## src/rtl/local_average_filter_v3.sv

```systemverilog
// Running-mean filter: passes pixels through with the mean of the last 2*RADIUS values.
// Define LOCAL_AVG_ROUND_EN for round-half-up averaging instead of truncation.
module local_average_filter_v3 #(
    parameter int PIX_W  = 8,
    parameter int RADIUS = 8
) (
    input  logic             clk,
    input  logic             reset,
    input  logic [PIX_W:0]   pixel,
    input  logic             pixel_valid,
    output logic             pixel_ready,
    output logic [PIX_W:0]   out_pixel,
    output logic             out_valid,
    input  logic             out_ready,
    output logic [PIX_W-1:0] local_average
);

    localparam int W     = 2 * RADIUS;
    localparam int SHIFT = $clog2(W);
    localparam int SUM_W = PIX_W + SHIFT;

    logic [W-1:0][PIX_W-1:0] win_q, win_d;
    logic [SUM_W-1:0]        sum_q, sum_d;
    logic [PIX_W:0]          pix_q, pix_d;
    logic [PIX_W-1:0]        avg_q, avg_d;
    logic                    vld_q, vld_d;

    logic                    accept;
    logic                    sof;
    logic [PIX_W-1:0]        v;
    logic [PIX_W-1:0]        oldest;
    logic [SUM_W-1:0]        sum_upd;
    logic [PIX_W-1:0]        avg_upd;

    assign sof         = pixel[PIX_W];
    assign v           = pixel[PIX_W-1:0];
    assign oldest      = win_q[W-1];
    assign pixel_ready = !reset && (!vld_q || out_ready);
    assign accept      = pixel_valid && pixel_ready;

    assign sum_upd = sum_q
                   + {{SHIFT{1'b0}}, v}
                   - {{SHIFT{1'b0}}, oldest};

    // Half-up rounding adds the bit just below the quotient; never overflows.
`ifdef LOCAL_AVG_ROUND_EN
    assign avg_upd = sum_upd[SUM_W-1:SHIFT]
                   + {{(PIX_W-1){1'b0}}, sum_upd[SHIFT-1]};
`else
    assign avg_upd = sum_upd[SUM_W-1:SHIFT];
`endif

    always_comb begin
        win_d = win_q;
        sum_d = sum_q;
        pix_d = pix_q;
        avg_d = avg_q;
        vld_d = vld_q;
        if (vld_q && out_ready) begin
            vld_d = 1'b0;
        end
        if (accept) begin
            vld_d = 1'b1;
            pix_d = pixel;
            if (sof) begin
                win_d = {W{v}};
                sum_d = {v, {SHIFT{1'b0}}};
                avg_d = v;
            end else begin
                win_d = {win_q[W-2:0], v};
                sum_d = sum_upd;
                avg_d = avg_upd;
            end
        end
    end

    always_ff @(posedge clk) begin
        if (reset) begin
            win_q <= '0;
            sum_q <= '0;
            pix_q <= '0;
            avg_q <= '0;
            vld_q <= 1'b0;
        end else begin
            win_q <= win_d;
            sum_q <= sum_d;
            pix_q <= pix_d;
            avg_q <= avg_d;
            vld_q <= vld_d;
        end
    end

    assign out_pixel     = pix_q;
    assign out_valid     = vld_q;
    assign local_average = avg_q;

endmodule

```

## config.mk

```make
export PLATFORM = sky130hd
export DESIGN_NAME = local_average_filter_v3
export DESIGN_NICKNAME = d
export VERILOG_FILES = /design/src/rtl/local_average_filter_v3.sv
export SDC_FILE = /design/constraint.sdc
export NUM_CORES = 1
export LEC_CHECK = 0
export BUFFER_PORTS_ARGS = -buffer_cell sky130_fd_sc_hd__buf_2
export CORE_MARGIN = 8
export CORE_UTILIZATION = 57
export CTS_BUF_LIST = sky130_fd_sc_hd__clkbuf_8
export DETAILED_ROUTE_END_ITERATION = 8
export PLACE_DENSITY_LB_ADDON = 0.2
export SLEW_MARGIN = 20
export SYNTH_ARGS = -nofsm -noshare
export SYNTH_HDL_FRONTEND = slang
export SYNTH_SLANG_ARGS = --single-unit
```

## constraint.sdc

```tcl
create_clock -name clk -period 2.5 [get_ports clk]
set_input_delay 0.5 -clock clk [delete_from_list [all_inputs] [get_ports clk]]
set_output_delay 0.5 -clock clk [all_outputs]
set_load 0.03 [all_outputs]
```

# ---- After elaboration in Yosys (flattened, before gate mapping)
# Cells that the tools add are included.
dict set report totals {
  reg_bits 158
  out_inout_bits 19
}
dict set report op_classes {
  n_mux 5
  reduce_logical 7
  add_sub_neg 2
}
# operator n
set op_table {}
lappend op_table {{$mux 128} 1}
lappend op_table {{$add 12x8->12} 1}
lappend op_table {{$mux 12} 1}
lappend op_table {{$sub 12x8->12} 1}
lappend op_table {{$mux 8} 1}
lappend op_table {{$logic_and 1x1->1} 3}
lappend op_table {{$logic_not 1->1} 2}
lappend op_table {{$mux 1} 2}
lappend op_table {{$reduce_bool 2->1} 1}
lappend op_table {{$logic_or 1x1->1} 1}

# ---- Longest topological paths before layout
# Gate-level depths: netlist of the first run.
dict set report logic_depth {
  depth_word 5
  depth_mapped 11
  mapped_depth_nobuf 11
}

# ---- Least setup slack after synthesis of the first run
# Ideal clock, no wire load.
dict set report synth_timing {
  kind {input-to-reg}
  startpoint {input pixel[2]}
  endpoint {register sum_q[10]}
  setup_ns 0.116
  required_time_ns 2.384
  n_path_buf 0
  path_stages 9
  t_arrival_ns 2.446
  setup_slack_ns -0.061
  cell_sequence {inv_1 fa_1 inv_1 ha_1 nor2b_4 o31ai_4 a211oi_1 or3_1 a31o_1}
}
dict set report synth_between {
  elab_chain_len 3
}
# item line
set synth_rtl {}
lappend synth_rtl {{start: declaration} 9} ;# input logic [PIX_W:0] pixel,
lappend synth_rtl {{$add 12x8->12} 42} ;# + {{SHIFT{1'b0}}, v}
lappend synth_rtl {{$sub 12x8->12} 43} ;# - {{SHIFT{1'b0}}, oldest};
lappend synth_rtl {{$mux 12} 65} ;# if (sof) begin
lappend synth_rtl {{end signal: assignment} 86} ;# sum_q <= sum_d;
lappend synth_rtl {{end: declaration} 23} ;# logic [SUM_W-1:0] sum_q, sum_d;
# No other way between the ends.
# A chain may end at the register's enable or synchronous reset.

# ---- Final worst setup path of the first run
dict set report layout_timing {
  startpoint {register sum_q[1]}
  endpoint {register sum_q[6]}
}
dict set report layout_between {
  elab_chain_len 3
}
# item line
set layout_rtl {}
lappend layout_rtl {{$add 12x8->12} 42}
lappend layout_rtl {{$sub 12x8->12} 43}
lappend layout_rtl {{$mux 12} 65}
# No other way between the ends.

==> impl_metrics.json, run 1 <==
{
  "vias": 5153,
  "p_per_area_nw_per_um2": 766,
  "outcome": "completed",
  "synth-edff-count": 0,
  "crit_required_ns": 2.81,
  "std_cell_rows": 39,
  "ant_nets": 0,
  "ios": 32,
  "ir_drop_mv": 0.707,
  "die_w_um": 123,
  "path_class": "reg -> reg",
  "endpoint_kind": "register",
  "critPathMaxFanout": 3,
  "hold_end": "out_valid",
  "cts_tree": "built",
  "h-tree-depth": 4,
  "leakagePower_uw": 0.00264,
  "syn_area_um2": 6530,
  "grt_pass1_wl_um": 21900,
  "totalWireLength_um": 12900,
  "dp_worst_setup_slack_ns": -0.254,
  "start_util_pct": 57.6,
  "ff2ff_path_depth": 9,
  "fin_hold_ws_ns": 0.289,
  "start_kind": "register",
  "coreArea_um2": 11300,
  "nNetsFinal": 798,
  "yosys.area.top_type": "dfxtp_1",
  "synth_top_cells_by_area": "dfxtp_1 44%, a211oi_1 14%, a21oi_1 10%, nor2_1 8.1%, buf_4 3.8%",
  "path_clk_slew_ns": 0.07,
  "hold_violations": 0,
  "first_global_vias": 4745,
  "postCtsHoldBufs": 0,
  "synth.most_common_cell": "dfxtp_1",
  "portBuffers": 31,
  "syn-num-nets": 803,
  "cts_buffers": 17,
  "grtUsageTotal_pct": 17.7,
  "min_path_cells": 3,
  "clock_skew_ns": 0.00687,
  "slew_violations": 0,
  "clk_latency_ns": 0.44,
  "min-delay-start": "pixel_valid",
  "maxSlewHeadroom_pct": 32.9,
  "setup_ws_ns": 0.132,
  "r2r-start": "sum_q[1]",
  "arrival_ns": 2.68,
  "fin_area_um2": 7050,
  "synthFlopType": "dfxtp_1",
  "tightestPinTransition_ns": 1.01,
  "reg2reg_slack_ns": 0.13,
  "post_dp_cell_area_um2": 6640,
  "holdCritPathClass": "in -> reg",
  "fin_crit_ns": 2.37,
  "setup_viol": 0,
  "async_flop_share_pct": 0,
  "synthTopCellsByCount": "142 x dfxtp_1, 141 x nor2_1, 133 x a21oi_1, 124 x a211oi_1, 37 x inv_1",
  "diodes": 0,
  "r2r-end": "sum_q[6]",
  "crit_chain": "inv_1 > fa_1 > fa_2 > nor2b_4 > o31ai_4 > buf_4 > mux2i_2 > o31ai_1 > a211oi_1",
  "overflow": 0,
  "synthCells": 770,
  "cap_violations": 0,
  "ys_seq_area_share_pct": 43.6,
  "avgSynthCellArea_um2": 8.48,
  "yosys_warnings": 0,
  "critPathSlowestCell": "fa_1",
  "worst-path-buf-inv": 2,
  "yosys.cell_types.count": 43,
  "fp.dieArea_um2": 15100,
  "rsz0062_at_grt": "yes",
  "hpwl_um": 8260,
  "cts_sinks": 142,
  "drive_gt1_share_pct": 14.5,
  "clockRootBuffer": "clkbuf_8",
  "antenna_found_initial": 0,
  "cp_top_family": "adder cells",
  "p_total_uw": 5410,
  "drt-initial-drc-count": 367,
  "fin_crit_sh_pct": 94.7,
  "yosysTopAreaCellShare_pct": 43.6,
  "ctsLongestPathBuffers": 2,
  "grt_max_degree": 103,
  "final_core_util_pct": 62.3,
  "wl_per_cell_um": 14.0,
  "gp_routability_congestion": 0.936,
  "firstDrtPassIters": 7,
  "die_h_um": 123,
  "slowest_delay_ns": 0.53,
  "ys_seq_elements": 142,
  "via_per_inst": 5.60,
  "clock.fmax_mhz": 422,
  "drc_errors": 0,
  "syn_to_final_growth_pct": 8.09
}
[cell families after synthesis]
family	Yosys count	share of synthesized area (%)
xor gates and xnor gates	6	0.805
buffers and inverters	125	10.1
and+or+nand+nor	184	12.1
AOI/OAI and AO/OA	290	28.2
DFF	142	43.6
adders and majority gates	20	4.75
muxes	3	0.460
[registers in the layout, indices dropped and copies added, names as in the netlist]
| name | count |
|---|---|
| oldest | 8 |
| win_q | 119 |
| out_pixel | 2 |
| out_valid | 1 |
| sum_q | 12 |
[worst max path at each step]
stage / startpoint / to / slack [ns] / cells past startpoint
final: sum_q[1] / sum_q[6] / 0.13 / 9
after global routing: sum_q[1] / sum_q[9] / -0.0009 / 9
after CTS: sum_q[1] / sum_q[9] / 0.02 / 9
after detailed placement: pixel[1] / sum_q[9] / -0.25 / 10
after global placement: pixel[1] / sum_q[9] / -0.18 / 10
after floorplan: pixel[2] / sum_q[10] / -0.04 / 9
[metal layers]
| metal | routed length (µm) | global-route usage [%] | up-vias |
|---|---|---|---|
| met5 | 0 | 0 | - |
| met4 | 114 | 6.70 | 0 |
| met3 | 486 | 4.79 | 13 |
| met2 | 5970 | 28.0 | 75 |
| met1 | 6310 | 22.8 | 2372 |
| li1 | - | - | 2693 |
[final cells by class]
class,count,area (µm²)
Clock buffer,22,303
Clock inverter,9,70.1
Multi-Input combinational cell,503,3070
Fill cell,967,4270
Tap cell,143,179
Timing Repair Buffer,63,435
Sequential cell,142,2850
Inverter,38,148
[placed cells by master, fill, tap and decap left out, types with 4 or more instances in the layout]
cell	n
a211oi_2	4
nor2_1	141
clkbuf_8	22
buf_2	30
dfxtp_1	139
ha_1	10
xor2_1	4
fa_1	7
a21oi_1	133
inv_1	39
o21ai_0	12
nand2_1	15
a211oi_1	123
nand3b_1	9
buf_4	30
[tightest hold or removal path: stages]
cell and delay [ns]:
buf_2 0.09, nor2_1 0.04, nor2_1 0.07
[through the flow]
step                        TNS, ns  instances
after floorplan             -0.0423        770
after CTS                         0        919
after global placement       -0.736        888
final                             0        920
after global routing      -0.000915        920
after detailed placement      -1.13        888
[what timing repair did]
action | CTS | global route
buffers inserted | 0 | 1
setup endpoints to repair | 0 | 6
resized for setup | 0 | 7
[power breakdown]
part | total, µW | leakage, µW | switching [µW] | internal [µW]
Clock | 1700 | 0.000202 | 809 | 895
Combinational | 1180 | 0.00127 | 688 | 491
Sequential | 2520 | 0.00117 | 95.3 | 2430
Total | 5410 | 0.00264 | 1590 | 3810
(Power assumes the default switching activity.)
==> run 2: changes to the inputs <==
--- a/config.mk
+++ b/config.mk
@@ -7,7 +7,7 @@
 export LEC_CHECK = 0
 export BUFFER_PORTS_ARGS = -buffer_cell sky130_fd_sc_hd__buf_2
 export CORE_MARGIN = 8
-export CORE_UTILIZATION = 57
+export CORE_UTILIZATION = 55
 export CTS_BUF_LIST = sky130_fd_sc_hd__clkbuf_8
 export DETAILED_ROUTE_END_ITERATION = 8
 export PLACE_DENSITY_LB_ADDON = 0.2
==> impl_metrics.json, run 2 (synthesis gave the netlist of run 1 again) <==
{
  "syn_to_final_growth_pct": 8.68,
  "die_w_um": 125,
  "diodes": 0,
  "cap_violations": 0,
  "crit_required_ns": 2.80,
  "slowest_delay_ns": 0.56,
  "overflow": 0,
  "grt_max_degree": 105,
  "tightestPinTransition_ns": 1.06,
  "fin_crit_ns": 2.44,
  "gp_routability_congestion": 0.964,
  "start_util_pct": 56.7,
  "leakagePower_uw": 0.00267,
  "layout.cells.non_filler": 921,
  "met1_length_um": 6330,
  "setup_viol": 0,
  "clk_latency_ns": 0.45,
  "crit_top_cell": "inv_1",
  "first_global_vias": 4819,
  "holdCritPathClass": "in -> reg",
  "critPathMaxFanout": 3,
  "wl_met3_um": 428,
  "path_clk_slew_ns": 0.09,
  "dr.max_layer_used": "met4",
  "grt_pass1_wl_um": 22800,
  "endpoint_kind": "register",
  "drt-initial-drc-count": 363,
  "grtUsageTotal_pct": 17.2,
  "fin_crit_sh_pct": 97.5,
  "rsz0062_at_grt": "yes",
  "hold_end": "out_valid",
  "hold_violations": 0,
  "firstDrtPassIters": 5,
  "wl_met2_um": 6430,
  "fillCellCount": 1044,
  "postCtsHoldBufs": 0,
  "cts_tree": "built",
  "worst-path-buf-inv": 2,
  "die_h_um": 125,
  "path_class": "reg -> reg",
  "hpwl_um": 8620,
  "slew_violations": 0,
  "mostFrequentLayoutCell": "nor2_1",
  "vias": 5313,
  "maxSlewHeadroom_pct": 29.6,
  "fp.dieArea_um2": 15600,
  "ff2ff_path_depth": 9,
  "std_cell_rows": 39,
  "drc_errors": 0,
  "wl_per_cell_um": 14.5,
  "clockRootBuffer": "clkbuf_8",
  "start_kind": "register",
  "outcome": "completed",
  "regMostFlops": "win_q",
  "ant_nets": 0,
  "reg2reg_slack_ns": 0.06,
  "p_per_area_nw_per_um2": 799,
  "critPathSlowestCell": "fa_1",
  "clock.fmax_mhz": 410,
  "largest_reg_flops": 119,
  "ir_drop_mv": 0.519,
  "totalWireLength_um": 13400,
  "r2r-start": "sum_q[1]",
  "cp_top_family": "adder cells",
  "cts_buffers": 17,
  "fin_hold_ws_ns": 0.285,
  "portBuffers": 31,
  "coreArea_um2": 11500,
  "r2r-end": "sum_q[9]",
  "drive_gt1_share_pct": 14.5,
  "min_path_cells": 3,
  "h-tree-depth": 4,
  "nNetsFinal": 798,
  "dp_cells": 889,
  "antenna_found_initial": 0,
  "crit_chain": "inv_1 > fa_1 > inv_1 > ha_1 > a211oi_2 > o211ai_1 > a41oi_2 > xor2_1 > o22ai_1",
  "clock_skew_ns": 0.0195,
  "final_cell_mix": "141 x nor2_1, 140 x dfxtp_1, 132 x a21oi_1",
  "via_per_inst": 5.77,
  "min-delay-start": "pixel_valid",
  "ctsLongestPathBuffers": 2,
  "ios": 32,
  "cts_sinks": 142,
  "arrival_ns": 2.74
}
==> run 2: per-layer routing <==
metal  vias to the layer above  GRT usage (%)
met2                        81           27.2
met5                         -              0
li1                       2699              -
met3                        19           4.29
met1                      2514           22.2
met4                         0           6.52
==> run 2: worst max-delay path by stage <==
stage | cells after the start | to | slack, ns | start
after floorplan | 9 | sum_q[10] | -0.04 | pixel[2]
after global placement | 10 | sum_q[9] | -0.21 | pixel[1]
after detailed placement | 10 | sum_q[9] | -0.28 | pixel[1]
after CTS | 9 | sum_q[9] | 0.01 | sum_q[1]
after global routing | 9 | sum_q[9] | -0.04 | sum_q[1]
final | 9 | sum_q[9] | 0.06 | sum_q[1]
==> run 2: layout make-up <==
cell class | instances | area (µm²) | share of cell area (%)
multi-input combinational | 503 | 3060 | 43.2
sequential | 142 | 2850 | 40.1
timing repair buffer | 63 | 435 | 6.14
clock buffer | 18 | 248 | 3.49
tap | 143 | 179 | 2.52
clock inverter | 14 | 175 | 2.47
inverter | 38 | 148 | 2.08
==> run 2: through the flow <==
step	total power (µW)	area, µm²	worst slack, ns	setup TNS (ns)	util, %
5_1_grt	5960	7090	-0.0426	-0.0698	61.6
6_report	5670	7090	0.0630	0	61.6
3_5_place_dp	3730	6650	-0.280	-1.20	57.8
3_3_place_gp	3680	6650	-0.212	-0.902	57.8
4_1_cts	5700	7080	0.0141	0	61.5
2_1_floorplan	3490	6550	-0.0423	-0.0423	-
==> run 2: repair_timing <==
| item | in CTS | in global routing |
|---|---|---|
| gates resized for setup | 1 | 4 |
| endpoints found under the hold margin | 0 | 0 |
| pin swaps | 0 | 5 |
| endpoints found under the setup margin | 1 | 5 |
| setup buffers | 0 | 0 |
| gates cloned | 0 | 0 |
==> run 2: power breakdown <==
part           internal (µW)  total (µW)  switching [µW]
Combinational            485        1180             698
Clock                   1100        1960             861
Sequential              2430        2530            98.6
Total                   4010        5670            1660
==> run 2: worst min-delay path, stage by stage <==
cell,delay (ns)
buf_2,0.08
nor2_1,0.04
nor2_1,0.08
